==> config.mk <==
export PLATFORM = sky130hd
export DESIGN_NAME = spi_master_wb_flat
export DESIGN_NICKNAME = d
export VERILOG_FILES = /design/src/rtl/spi_master_wb_if.sv /design/src/rtl/spi_master_wb.sv /design/src/flat_wrapper.sv
export SDC_FILE = /design/constraint.sdc
export NUM_CORES = 1
export LEC_CHECK = 0
export CAP_MARGIN = 20
export CORE_MARGIN = 1
export CORE_UTILIZATION = 36
export CTS_BUF_LIST = sky130_fd_sc_hd__clkbuf_4 sky130_fd_sc_hd__clkbuf_8 sky130_fd_sc_hd__clkbuf_16
export CTS_CLUSTER_SIZE = 40
export DETAILED_ROUTE_END_ITERATION = 10
export PLACE_DENSITY = 0.65
export SYNTH_ARGS = -nofsm -noshare
export SYNTH_HDL_FRONTEND = slang
export SYNTH_SLANG_ARGS = --single-unit
==> constraint.sdc <==
create_clock -name wb_clk_i -period 4.2 [get_ports wb_clk_i]
set_clock_uncertainty 0.1 [all_clocks]
set_input_delay 1.26 -clock wb_clk_i [delete_from_list [all_inputs] [get_ports wb_clk_i]]
set_output_delay 1.26 -clock wb_clk_i [all_outputs]
set_load 0.005 [all_outputs]
==> src/rtl/spi_master_wb_if.sv <==
// Wishbone bus bundle for spi_master_wb; signal names follow the slave's view of the bus.
interface spi_master_wb_if;
  logic [4:0]  wb_adr_i;
  logic [31:0] wb_dat_i;
  logic [31:0] wb_dat_o;
  logic [3:0]  wb_sel_i;
  logic        wb_we_i;
  logic        wb_stb_i;
  logic        wb_cyc_i;
  logic        wb_ack_o;
  logic        wb_err_o;
  logic        wb_int_o;

  modport slave (
    input  wb_adr_i, wb_dat_i, wb_sel_i, wb_we_i, wb_stb_i, wb_cyc_i,
    output wb_dat_o, wb_ack_o, wb_err_o, wb_int_o
  );

  modport master (
    output wb_adr_i, wb_dat_i, wb_sel_i, wb_we_i, wb_stb_i, wb_cyc_i,
    input  wb_dat_o, wb_ack_o, wb_err_o, wb_int_o
  );
endinterface

==> src/rtl/spi_master_wb.sv <==
// Wishbone-slave SPI master with a shared TX/RX shift register.
// Define SPI_WIDE_EN for a 128-bit shift register (TX/RX0-3); default is 32-bit (TX/RX0 only).
module spi_master_wb #(
  parameter int unsigned DIV_W = 16,
  parameter int unsigned SS_W  = 8
) (
  input  logic            wb_clk_i,
  input  logic            wb_rst_i,
  spi_master_wb_if.slave  wb,
  output logic [SS_W-1:0] ss_pad_o,
  output logic            sclk_pad_o,
  output logic            mosi_pad_o,
  input  logic            miso_pad_i
);

`ifdef SPI_WIDE_EN
  localparam int unsigned LenW = 7;
`else
  localparam int unsigned LenW = 5;
`endif
  localparam int unsigned ShiftW = 1 << LenW;
  localparam int unsigned CntW   = LenW + 1;
  localparam int unsigned Words  = ShiftW / 32;

  typedef enum logic [1:0] {StIdle, StXfer, StDone} state_e;

  state_e            state_q;
  logic [ShiftW-1:0] shift_q;
  logic [LenW-1:0]   char_len_q;
  logic              rx_neg_q, tx_neg_q, lsb_q, ie_q, ass_q;
  logic [DIV_W-1:0]  divider_q, cnt_q;
  logic [SS_W-1:0]   ss_q;
  logic              sclk_q, mosi_q, ack_q, int_q;
  logic [31:0]       dat_q;
  logic [CntW-1:0]   tx_cnt_q, rx_cnt_q;

  function automatic logic [31:0] merge(input logic [31:0] old, input logic [31:0] dat,
                                        input logic [3:0] sel);
    logic [31:0] mask;
    mask = {{8{sel[3]}}, {8{sel[2]}}, {8{sel[1]}}, {8{sel[0]}}};
    return (old & ~mask) | (dat & mask);
  endfunction

  // Bus decode
  logic        go_bsy, req, acc, wr;
  logic [2:0]  reg_sel;
  logic [31:0] ctrl_rd, ctrl_new, shift_word, rdata;

  assign go_bsy  = (state_q != StIdle);
  assign req     = wb.wb_cyc_i & wb.wb_stb_i;
  assign acc     = req & ack_q;
  assign wr      = acc & wb.wb_we_i;
  assign reg_sel = wb.wb_adr_i[4:2];
  assign ctrl_rd = {18'd0, ass_q, ie_q, lsb_q, tx_neg_q, rx_neg_q, go_bsy, 1'b0, 7'(char_len_q)};
  assign ctrl_new = merge(ctrl_rd, wb.wb_dat_i, wb.wb_sel_i);

  always_comb begin
    shift_word = '0;
    for (int unsigned w = 0; w < Words; w++) begin
      if (32'(wb.wb_adr_i[3:2]) == w) shift_word = shift_q[32*w +: 32];
    end
  end

  always_comb begin
    rdata = '0;
    case (reg_sel)
      3'd0, 3'd1, 3'd2, 3'd3: rdata = shift_word;
      3'd4:                   rdata = ctrl_rd;
      3'd5:                   rdata = 32'(divider_q);
      3'd6:                   rdata = 32'(ss_q);
      default:                rdata = '0;
    endcase
  end

  // Transfer bookkeeping
  logic [CntW-1:0] len, len_new, rx_cnt_nxt;
  logic [LenW-1:0] tx_idx, rx_idx, first_idx;
  logic            start, tick, rise, fall, tx_edge, rx_edge, tx_now;

  assign len        = {(char_len_q == '0), char_len_q};
  assign len_new    = {(ctrl_new[LenW-1:0] == '0), ctrl_new[LenW-1:0]};
  assign first_idx  = ctrl_new[11] ? '0 : LenW'(len_new - CntW'(1));
  assign start      = wr && (reg_sel == 3'd4) && !go_bsy && ctrl_new[8];
  assign tick       = (cnt_q == '0);
  assign rise       = tick & ~sclk_q;
  assign fall       = tick & sclk_q;
  assign tx_edge    = tx_neg_q ? fall : rise;
  assign rx_edge    = rx_neg_q ? fall : rise;
  assign rx_cnt_nxt = rx_cnt_q + CntW'(rx_edge);
  assign tx_idx     = lsb_q ? tx_cnt_q[LenW-1:0] : LenW'(len - tx_cnt_q - CntW'(1));
  assign rx_idx     = lsb_q ? rx_cnt_q[LenW-1:0] : LenW'(len - rx_cnt_q - CntW'(1));
  // A new bit goes out only once the previous one has been sampled (or is sampled this edge).
  assign tx_now     = (state_q == StXfer) && tx_edge && (rx_cnt_nxt == tx_cnt_q) &&
                      (tx_cnt_q < len);

  always_ff @(posedge wb_clk_i or negedge wb_rst_i) begin
    if (!wb_rst_i) begin
      state_q    <= StIdle;
      shift_q    <= '0;
      char_len_q <= '0;
      rx_neg_q   <= 1'b0;
      tx_neg_q   <= 1'b0;
      lsb_q      <= 1'b0;
      ie_q       <= 1'b0;
      ass_q      <= 1'b0;
      divider_q  <= '0;
      cnt_q      <= '0;
      ss_q       <= '0;
      sclk_q     <= 1'b0;
      mosi_q     <= 1'b0;
      ack_q      <= 1'b0;
      int_q      <= 1'b0;
      dat_q      <= '0;
      tx_cnt_q   <= '0;
      rx_cnt_q   <= '0;
    end else begin
      ack_q <= req & ~ack_q;
      if (req && !ack_q) dat_q <= rdata;
      if (acc) int_q <= 1'b0;

      if (wr && reg_sel == 3'd6) ss_q <= SS_W'(merge(32'(ss_q), wb.wb_dat_i, wb.wb_sel_i));

      if (wr && !go_bsy) begin
        for (int unsigned w = 0; w < Words; w++) begin
          if (reg_sel == 3'(w)) begin
            shift_q[32*w +: 32] <= merge(shift_q[32*w +: 32], wb.wb_dat_i, wb.wb_sel_i);
          end
        end
        if (reg_sel == 3'd4) begin
          char_len_q <= ctrl_new[LenW-1:0];
          rx_neg_q   <= ctrl_new[9];
          tx_neg_q   <= ctrl_new[10];
          lsb_q      <= ctrl_new[11];
          ie_q       <= ctrl_new[12];
          ass_q      <= ctrl_new[13];
        end
        if (reg_sel == 3'd5) begin
          divider_q <= DIV_W'(merge(32'(divider_q), wb.wb_dat_i, wb.wb_sel_i));
        end
      end

      unique case (state_q)
        StIdle: begin
          if (start) begin
            state_q  <= StXfer;
            cnt_q    <= divider_q;
            sclk_q   <= 1'b0;
            mosi_q   <= shift_q[first_idx];
            tx_cnt_q <= CntW'(1);
            rx_cnt_q <= '0;
          end
        end
        StXfer: begin
          if (tick) begin
            sclk_q <= ~sclk_q;
            cnt_q  <= divider_q;
          end else begin
            cnt_q <= cnt_q - DIV_W'(1);
          end
          if (rx_edge) begin
            shift_q[rx_idx] <= miso_pad_i;
            rx_cnt_q        <= rx_cnt_nxt;
            if (rx_cnt_nxt == len) state_q <= StDone;
          end
          if (tx_now) begin
            mosi_q   <= shift_q[tx_idx];
            tx_cnt_q <= tx_cnt_q + CntW'(1);
          end
        end
        StDone: begin
          // Park SCLK low even when the last sample landed on a rising edge.
          sclk_q  <= 1'b0;
          state_q <= StIdle;
          if (ie_q) int_q <= 1'b1;
        end
        default: state_q <= StIdle;
      endcase
    end
  end

  assign ss_pad_o    = ~(ass_q ? (ss_q & {SS_W{go_bsy}}) : ss_q);
  assign sclk_pad_o  = sclk_q;
  assign mosi_pad_o  = mosi_q;
  assign wb.wb_dat_o = dat_q;
  assign wb.wb_ack_o = ack_q;
  assign wb.wb_err_o = 1'b0;
  assign wb.wb_int_o = int_q;

  logic unused_bits;
  assign unused_bits = ^{wb.wb_adr_i[1:0], ctrl_new};

endmodule

==> src/flat_wrapper.sv <==
// flat-port wrapper written by rule: the top's interface ports become plain ports
module spi_master_wb_flat 
#(
  parameter int unsigned DIV_W = 16,
  parameter int unsigned SS_W  = 8
)
  (wb_clk_i, wb_rst_i, ss_pad_o, sclk_pad_o, mosi_pad_o, miso_pad_i, wb_wb_adr_i, wb_wb_dat_i, wb_wb_sel_i, wb_wb_we_i, wb_wb_stb_i, wb_wb_cyc_i, wb_wb_dat_o, wb_wb_ack_o, wb_wb_err_o, wb_wb_int_o);
  spi_master_wb_if wb_i ();
  input  logic wb_clk_i;
  input  logic wb_rst_i;
  output logic [SS_W-1:0] ss_pad_o;
  output logic sclk_pad_o;
  output logic mosi_pad_o;
  input  logic miso_pad_i;
  input wire logic [$bits(wb_i.wb_adr_i)-1:0] wb_wb_adr_i;
  input wire logic [$bits(wb_i.wb_dat_i)-1:0] wb_wb_dat_i;
  input wire logic [$bits(wb_i.wb_sel_i)-1:0] wb_wb_sel_i;
  input wire logic [$bits(wb_i.wb_we_i)-1:0] wb_wb_we_i;
  input wire logic [$bits(wb_i.wb_stb_i)-1:0] wb_wb_stb_i;
  input wire logic [$bits(wb_i.wb_cyc_i)-1:0] wb_wb_cyc_i;
  output wire logic [$bits(wb_i.wb_dat_o)-1:0] wb_wb_dat_o;
  output wire logic [$bits(wb_i.wb_ack_o)-1:0] wb_wb_ack_o;
  output wire logic [$bits(wb_i.wb_err_o)-1:0] wb_wb_err_o;
  output wire logic [$bits(wb_i.wb_int_o)-1:0] wb_wb_int_o;
  assign wb_i.wb_adr_i = wb_wb_adr_i;
  assign wb_i.wb_dat_i = wb_wb_dat_i;
  assign wb_i.wb_sel_i = wb_wb_sel_i;
  assign wb_i.wb_we_i = wb_wb_we_i;
  assign wb_i.wb_stb_i = wb_wb_stb_i;
  assign wb_i.wb_cyc_i = wb_wb_cyc_i;
  assign wb_wb_dat_o = wb_i.wb_dat_o;
  assign wb_wb_ack_o = wb_i.wb_ack_o;
  assign wb_wb_err_o = wb_i.wb_err_o;
  assign wb_wb_int_o = wb_i.wb_int_o;
  spi_master_wb #(.DIV_W(DIV_W), .SS_W(SS_W)) u_core (.wb_clk_i(wb_clk_i), .wb_rst_i(wb_rst_i), .wb(wb_i), .ss_pad_o(ss_pad_o), .sclk_pad_o(sclk_pad_o), .mosi_pad_o(mosi_pad_o), .miso_pad_i(miso_pad_i));
endmodule
==> summary.txt, run 1 <==
Global routing
  – Antenna violations before repair: 0
  – GRT Util Overall: 0.2134
  – GRT met3 Usage: 0.03772
  – Global route overflow: 0
  – Met2 Usage GRT: 0.3304
  – Met1 Resource Use GR: 0.3033
  – First-pass GRT wire length: 36,980 µm
  – Vias in the first global route: 6,566
  – Busiest grt layer: met2
  – Largest net degree at the start of global routing: 81

Finish
  – Layout net count: 1,009
  – Storage element area: 3303 µm²
  – Design area: 9938 µm²
  – Area of the multi-input gates: 4456 µm²
  – Fin util: 0.4540
  – Fill count: 2,121
  – Inserted Diodes: 0
  – Commonest non-fill, non-tap cell in the layout: dfrtp_1
  – Area grow syn2layout: 23.57%
  – Layout cells sized above 1: 0.1301
  – Commonest cells after routing, fill and taps aside: 132 x dfrtp_1, 99 x nand2_1, 87 x clkdlybuf4s50_1

Clock network
  – Post-cts resize count: 0
  – TritonCTS clock tree: built
  – H-Tree Depth: 4
  – Postcts setup bufs: 0
  – Hold buffers post-CTS: 0
  – Worst-path clk slew: 0.06 ns
  – CTS sink cnt: 132
  – CTS max path bufs: 2
  – Clock Latency Late Sink: 0.43 ns
  – Clock buffer count from CTS: 17
  – Clk root buf: clkbuf_16

Synthesis
  – Syn nets: 913
  – Yosys warnings: 0
  – Top cells by area, synth: dfrtp_1 41%, mux2i_1 7.3%, mux2_2 5.0%
  – Post-synth EDFFs: 0
  – Synth Area in Adders: 0.03609
  – Synth Register Bits: 132
  – Post-Syn Area: 8043 µm²
  – Yosys top cell by area: dfrtp_1
  – Async set-reset flop share out of synthesis: 1.000
  – Synth unique cells: 68
  – Main synth FF type: dfrtp_1
  – Simple-gate portion of the synthesized area: 0.1514
  – Mux contribution to synthesized area: 0.1290
  – Synth Area in XOR/XNOR: 0.03143
  – Compound-Gate Fraction of Synth Area: 0.2049
  – Mapped Avg Cell Area: 9.529 µm²
  – Register area share after synthesis: 0.4107
  – Combinational family with the most area after synthesis: compound AO/OA/AOI/OAI gates
  – Post-Syn Instances: 844
  – Area share of the largest cell type after synthesis: 0.4107

Min path
  – Tightest Hold Check Type: flop to flop

Drt
  – DRT iter0 DRCs: 451
  – DRT Wirelength: 23,720 µm
  – Vias: 7,009
  – # DRC: 0
  – Iteration count of the initial detailed-routing pass: 7
  – Final antenna-violating net count: 0
  – Vias per inst: 5.685
  – WL/cell: 19.24 µm

Power
  – Combinational share of power: 0.244
  – Switching share of power: 0.3397
  – Reg power frac: 0.381
  – P_leak: 0.004395 µW
  – Pint: 2640 µW
  – P per Cell Area: 402.3 nW/µm²
  – Clock power share: 0.375
  – NetSw: 1358 µW
  – VDD IR max: 0.2902 mV

Worst setup path
  – Crit path kind: input pin to flop
  – Required @ worst endpoint: 4.41 ns
  – Kind of start point of the critical path: input pin
  – CP max FO: 4
  – CP Cell Sequence: clkdlybuf4s50_1 -> mux2_4 -> inv_6 -> ha_1 -> xor2_1 -> mux2_2 -> nor3_1 -> a211oi_1 -> a221oi_1 -> a311oi_1 -> o31a_1
  – CP Data Arrival Time: 4.03 ns
  – Max stage delay on crit path: 0.57 ns
  – Crit end category: flop
  – Crit path max-delay cell type: clkdlybuf4s50_1

STA
  – TNS Setup: 0 ns
  – Worst-Margin Slew: 0.9552 ns
  – Fmax: 261.8 MHz
  – Final setup fails: 0
  – Max-slew headroom: 0.3608
  – Crit share post-route: 0.9095
  – Min Tclk post-route: 3.820 ns
  – Slew Limit Fails: 0
  – Final hold vios: 0
  – Unrepaired setup endpoints after global routing: no

Floorplanning
  – Die H: 151.5 µm
  – Die width: 151.5 µm
  – Total core area: 21,890 µm²
  – Die Area: 22,940 µm²
  – Ports: 92
  – Row count: 54
  – Initial core utilization: 0.3674

Flow run
  – Max cap viols: 0

Placed design
  – Gp weighted congestion: 0.8981
  – Area post-placement: 9350 µm²
  – HPWL Detailed: 17,250 µm
  – Port Buffers: 88

Outcome
  – Status: complete, no violations
==> metrics by stage <==
| stage | hold slack (ns) | std cells | total power, µW | worst slack, ns |
|---|---|---|---|---|
| CTS | 0.4060 | 1233 | 4011 | 0.4112 |
| global route | 0.4229 | 1233 | 4183 | 0.2313 |
| detailed placement | 0.3900 | 1201 | 2504 | -0.006899 |
| global placement | 0.3886 | 1201 | 2490 | -0.01280 |
| finish | 0.4018 | 1233 | 3998 | 0.3802 |
| floorplan | 0.3658 | 844 | 2137 | 0.4758 |
==> cell families after synthesis <==
family / Yosys count
AOI/OAI and AO/OA: 247
xor gates and xnor gates: 28
and+or+nand+nor: 249
DFF: 132
buffers and inverters: 67
adders and majority gates: 22
muxes: 98
other: 1
==> power groups by stage <==
stage / registers [µW] / clock network, µW / logic (µW)
finish: 1520 / 1500 / 975
global route: 1540 / 1570 / 1070
CTS: 1520 / 1520 / 968
detailed placement: 1540 / 0 / 961
global placement: 1540 / 0 / 948
floorplan: 1490 / 0 / 646
==> Yosys cell counts, types with 7 or more instances <==
cell      count
a21oi_1      35
a22o_1       34
a22oi_1      10
buf_2        12
clkbuf_1     30
dfrtp_1     132
ha_1         20
inv_1        20
mux2_2       36
mux2i_1      59
nand2_1      99
nand3_1      19
nand4_1       7
nor2_1       52
nor3_1       19
o21ai_0      50
o21ai_1      40
o31a_1       33
xnor2_1      14
xor2_1       13
==> metal layers <==
metal / wire [µm] / up-vias
li1: - / 3294
met1: 11000 / 3440
met2: 10900 / 253
met3: 1510 / 22
met4: 316 / 0
met5: 0 / -
==> critical path: cells and delay by family <==
kind	cells	cell delay, ns
xor gates and xnor gates	1	0.35
and+or+nand+nor	1	0.13
muxes	2	0.74
buffers and inverters	2	0.63
AOI/OAI and AO/OA	4	0.75
adders and majority gates	1	0.16
==> path summary, 6_finish.rpt <==
check | from | to | slack (ns) | depth (start not counted)
worst min-delay path | u_core.cnt_q[0]$_DFFE_PN0P_ | u_core.cnt_q[0]$_DFFE_PN0P_ | 0.40 | 1
worst max register to register | u_core.cnt_q[0]$_DFFE_PN0P_ | u_core.tx_cnt_q[5]$_DFFE_PN0P_ | 0.59 | 14
worst max-delay path | wb_wb_sel_i[0] | u_core.mosi_pad_o$_DFFE_PN0P_ | 0.38 | 11
worst min register to register | u_core.cnt_q[0]$_DFFE_PN0P_ | u_core.cnt_q[0]$_DFFE_PN0P_ | 0.40 | 1
max in group asynchronous | wb_rst_i | u_core.shift_q[21]$_DFF_PN0_ | 2.50 | 2
min in group asynchronous | wb_rst_i | u_core.wb.wb_dat_o[10]$_DFFE_PN0P_ | 0.67 | 1
==> area by class of cell <==
cell class | instances | share of cell area
Sequential cell | 132 | 0.3324
Timing Repair Buffer | 123 | 0.1165
Clock buffer | 17 | 0.04280
Multi-Input combinational cell | 645 | 0.4483
Inverter | 21 | 0.008435
Clock inverter | 15 | 0.01637
Tap cell | 280 | 0.03525
(Power assumes the default switching activity.)
==> inputs of run 2 (changes only) <==
Settings changed: CORE_UTILIZATION 36 to 44, PLACE_DENSITY 0.65 to 0.75.
==> run 2 against run 1 <==
Net effect: core utilization grew 9.3 points; design area decreased by 1.1%; global-route usage up 4.0 points; power down 0.81%; critical path depth is 1 higher.
==> summary.txt, run 2 (same netlist as run 1, synthesis figures left out) <==
Outcome
  – Status: complete, no violations

Global routing
  – Global route overflow: 0 (unchanged)
  – First-pass GRT wire length: 35,950 µm (-2.8%)
  – Antenna violations before repair: 0 (unchanged)
  – Vias in the first global route: 6,710 (+2.2%)
  – GRT Util Overall: 0.2532 (+0.03976)
  – Largest net degree at the start of global routing: 111 (+37%)

Worst setup path
  – R2r endpoint: u_core.tx_cnt_q[5]$_DFFE_PN0P_
  – CP Data Arrival Time: 3.98 ns (-0.05 ns)
  – Crit path max-delay family: simple AND/OR/NAND/NOR gates
  – CP Cell Sequence: nor4_4 -> nand2b_1 -> nor3_4 -> ha_1 -> ha_1 -> nand3_1 -> o21ai_0 -> o21ai_1 -> nor4_4 -> nand3_2 -> or3_1 -> a21oi_1
  – Reg2Reg Setup Slack: 0.47 ns (-0.12 ns)
  – Required @ worst endpoint: 4.45 ns (+0.04 ns)
  – Crit path max-delay cell type: dfrtp_1
  – Kind of start point of the critical path: flop
  – Cells on worst reg2reg path: 12 (-2)
  – Max stage delay on crit path: 0.46 ns (-0.11 ns)
  – Crit end category: flop
  – Critical path buffers and inverters: 0 (-2)
  – FF-to-FF Start: u_core.cnt_q[10]$_DFFE_PN0P_
  – CP max FO: 8 (+4)
  – Crit path kind: flop to flop

Placed design
  – Gp weighted congestion: 0.9225 (+2.7%)
  – HPWL Detailed: 16,370 µm (-5.1%)
  – Port Buffers: 88 (unchanged)

Power
  – NetSw: 1305 µW (-3.9%)
  – Clock power share: 0.374 (about the same)
  – P per Cell Area: 403.4 nW/µm² (+0.29%)
  – P_leak: 0.004367 µW (-0.63%)
  – Pint: 2661 µW (+0.80%)
  – VDD IR max: 0.3258 mV (+12%)
  – Switching share of power: 0.3290 (-0.01072)
  – Combinational share of power: 0.241 (-0.003)
  – Reg power frac: 0.385 (+0.004)

Drt
  – Final antenna-violating net count: 0 (unchanged)
  – DRT iter0 DRCs: 456 (+1.1%)
  – DRT Wirelength: 22,890 µm (-3.5%)
  – Vias per inst: 6.015 (+5.8%)
  – # DRC: 0 (unchanged)
  – Iteration count of the initial detailed-routing pass: 5 (-2)
  – WL/cell: 19.45 µm (+1.1%)
  – Vias: 7,080 (+1.0%)

STA
  – Crit share post-route: 0.8888 (-0.02068)
  – Final hold vios: 0 (unchanged)
  – Hold WS: 0.3986 ns (-0.003166 ns)
  – Slew Limit Fails: 0 (unchanged)
  – TNS Setup: 0 ns (unchanged)
  – Final setup fails: 0 (unchanged)
  – Min Tclk post-route: 3.733 ns (-0.08687 ns)
  – Max-slew headroom: 0.3036 (-0.05725)
  – Worst-Margin Slew: 1.045 ns (+0.08941 ns)
  – Unrepaired setup endpoints after global routing: no
  – Fmax: 267.9 MHz (+2.3%)

Floorplanning
  – Die width: 137.2 µm (-9.4%)
  – Initial core utilization: 0.4477 (+0.08033)
  – Row count: 49 (-9.3%)
  – Die Area: 18,820 µm² (-18%)
  – Die H: 137.2 µm (-9.4%)
  – Ports: 92 (unchanged)
  – Total core area: 17,960 µm² (-18%)

Clock network
  – Clock buffer count from CTS: 17 (unchanged)
  – CTS sink cnt: 132 (unchanged)
  – Clk root buf: clkbuf_16
  – CTS max path bufs: 2 (unchanged)
  – Postcts setup bufs: 0 (unchanged)
  – Worst-path clk slew: 0.06 ns (about the same)
  – TritonCTS clock tree: built
  – Clock Latency Late Sink: 0.43 ns (about the same)
  – H-Tree Depth: 4 (unchanged)

Finish
  – Inserted Diodes: 0 (unchanged)
  – Layout net count: 1,004 (-0.50%)
  – Commonest non-fill, non-tap cell in the layout: dfrtp_1
  – Layout cells sized above 1: 0.1266 (-0.003533)
  – Area grow syn2layout: 22.22%
  – Commonest cells after routing, fill and taps aside: 132 x dfrtp_1, 99 x nand2_1, 87 x clkdlybuf4s50_1

Flow run
  – Max cap viols: 0 (unchanged)

Min path
  – Tightest Hold Check Type: flop to flop
  – Hold EP: u_core.wb.wb_int_o$_DFF_PN0_
  – Hold Crit Start: u_core.wb.wb_int_o$_DFF_PN0_
  – Worst Hold Depth: 2 (+1)
==> run 2: cell count changes in the layout (fill, tap and decap cells not counted), sizes merged <==
cell    change
clkbuf      +3
buf         -5
inv         -5
clkinv      +2
==> run 2: per-stage QoR <==
| stage | utilization | worst slack (ns) | total power (µW) | instance area [µm²] | std cells |
|---|---|---|---|---|---|
| final | 0.5472 | 0.4670 | 3965 | 9829 | 1177 |
| after global routing | 0.5472 | 0.1373 | 4147 | 9829 | 1177 |
| after CTS | 0.5468 | 0.4063 | 3959 | 9823 | 1177 |
| after detailed placement | 0.5142 | 0.1123 | 2478 | 9236 | 1145 |
| after global placement | 0.5142 | 0.07208 | 2458 | 9236 | 1145 |
| after floorplan | - | 0.4758 | 2137 | 8043 | 844 |
==> run 2: layout make-up <==
| class | count | area [µm²] |
|---|---|---|
| clock buffer | 20 | 466.7 |
| clock inverter | 12 | 120.1 |
| timing repair buffer | 118 | 1107 |
| fill | 1586 | 8134 |
| multi-input combinational | 645 | 4462 |
| inverter | 21 | 83.83 |
| sequential | 132 | 3303 |
| tap | 229 | 286.5 |
==> run 2: worst max-delay path by stage <==
stage                                 start                             end  slack [ns]  cells after the start
6_report       u_core.cnt_q[10]$_DFFE_PN0P_  u_core.tx_cnt_q[5]$_DFFE_PN0P_        0.47                     12
5_1_grt         u_core.cnt_q[2]$_DFFE_PN0P_  u_core.tx_cnt_q[5]$_DFFE_PN0P_        0.14                     13
4_1_cts         u_core.cnt_q[2]$_DFFE_PN0P_  u_core.tx_cnt_q[5]$_DFFE_PN0P_        0.41                     12
3_5_place_dp                 wb_wb_sel_i[0]   u_core.mosi_pad_o$_DFFE_PN0P_        0.11                     11
3_3_place_gp                 wb_wb_sel_i[0]   u_core.mosi_pad_o$_DFFE_PN0P_        0.07                     11
2_1_floorplan                wb_wb_sel_i[0]   u_core.mosi_pad_o$_DFFE_PN0P_        0.48                     12
==> run 2: power by group through the flow <==
stage / clock, µW / sequential (µW) / combinational [µW]
after floorplan: 0 / 1490 / 646
after global placement: 0 / 1540 / 916
after detailed placement: 0 / 1540 / 935
after CTS: 1490 / 1520 / 943
after global routing: 1550 / 1540 / 1050
final: 1480 / 1530 / 955
==> run 2: what timing repair did <==
action                                  CTS  global route
hold buffers                              0             0
hold endpoints to repair                  0             0
gates resized for setup                   0             1
endpoints found under the setup margin    0             1
==> run 2: layer usage <==
metal	global-route usage	routed length (µm)	part of all wire
met1	0.3479	10270	0.45
met2	0.3984	10670	0.47
met3	0.05077	1500	0.066
met4	0.08303	449	0.020
met5	0	0	0
==> run 2: worst register-to-register path: cells and delay by family, from the launching register on <==
kind	cells	cell delay (ns)
compound gates	3	0.44
fa+ha+maj	2	0.55
flops	1	0.46
simple gates	7	2.11
==> inputs of run 3 (changes only) <==
Settings changed: ABC_CLOCK_PERIOD_IN_PS set to 4200, CTS_CLUSTER_DIAMETER set to 80.
==> results of run 3 <==
Same layout as run 2: the final DEF is identical, and so are final timing and power.
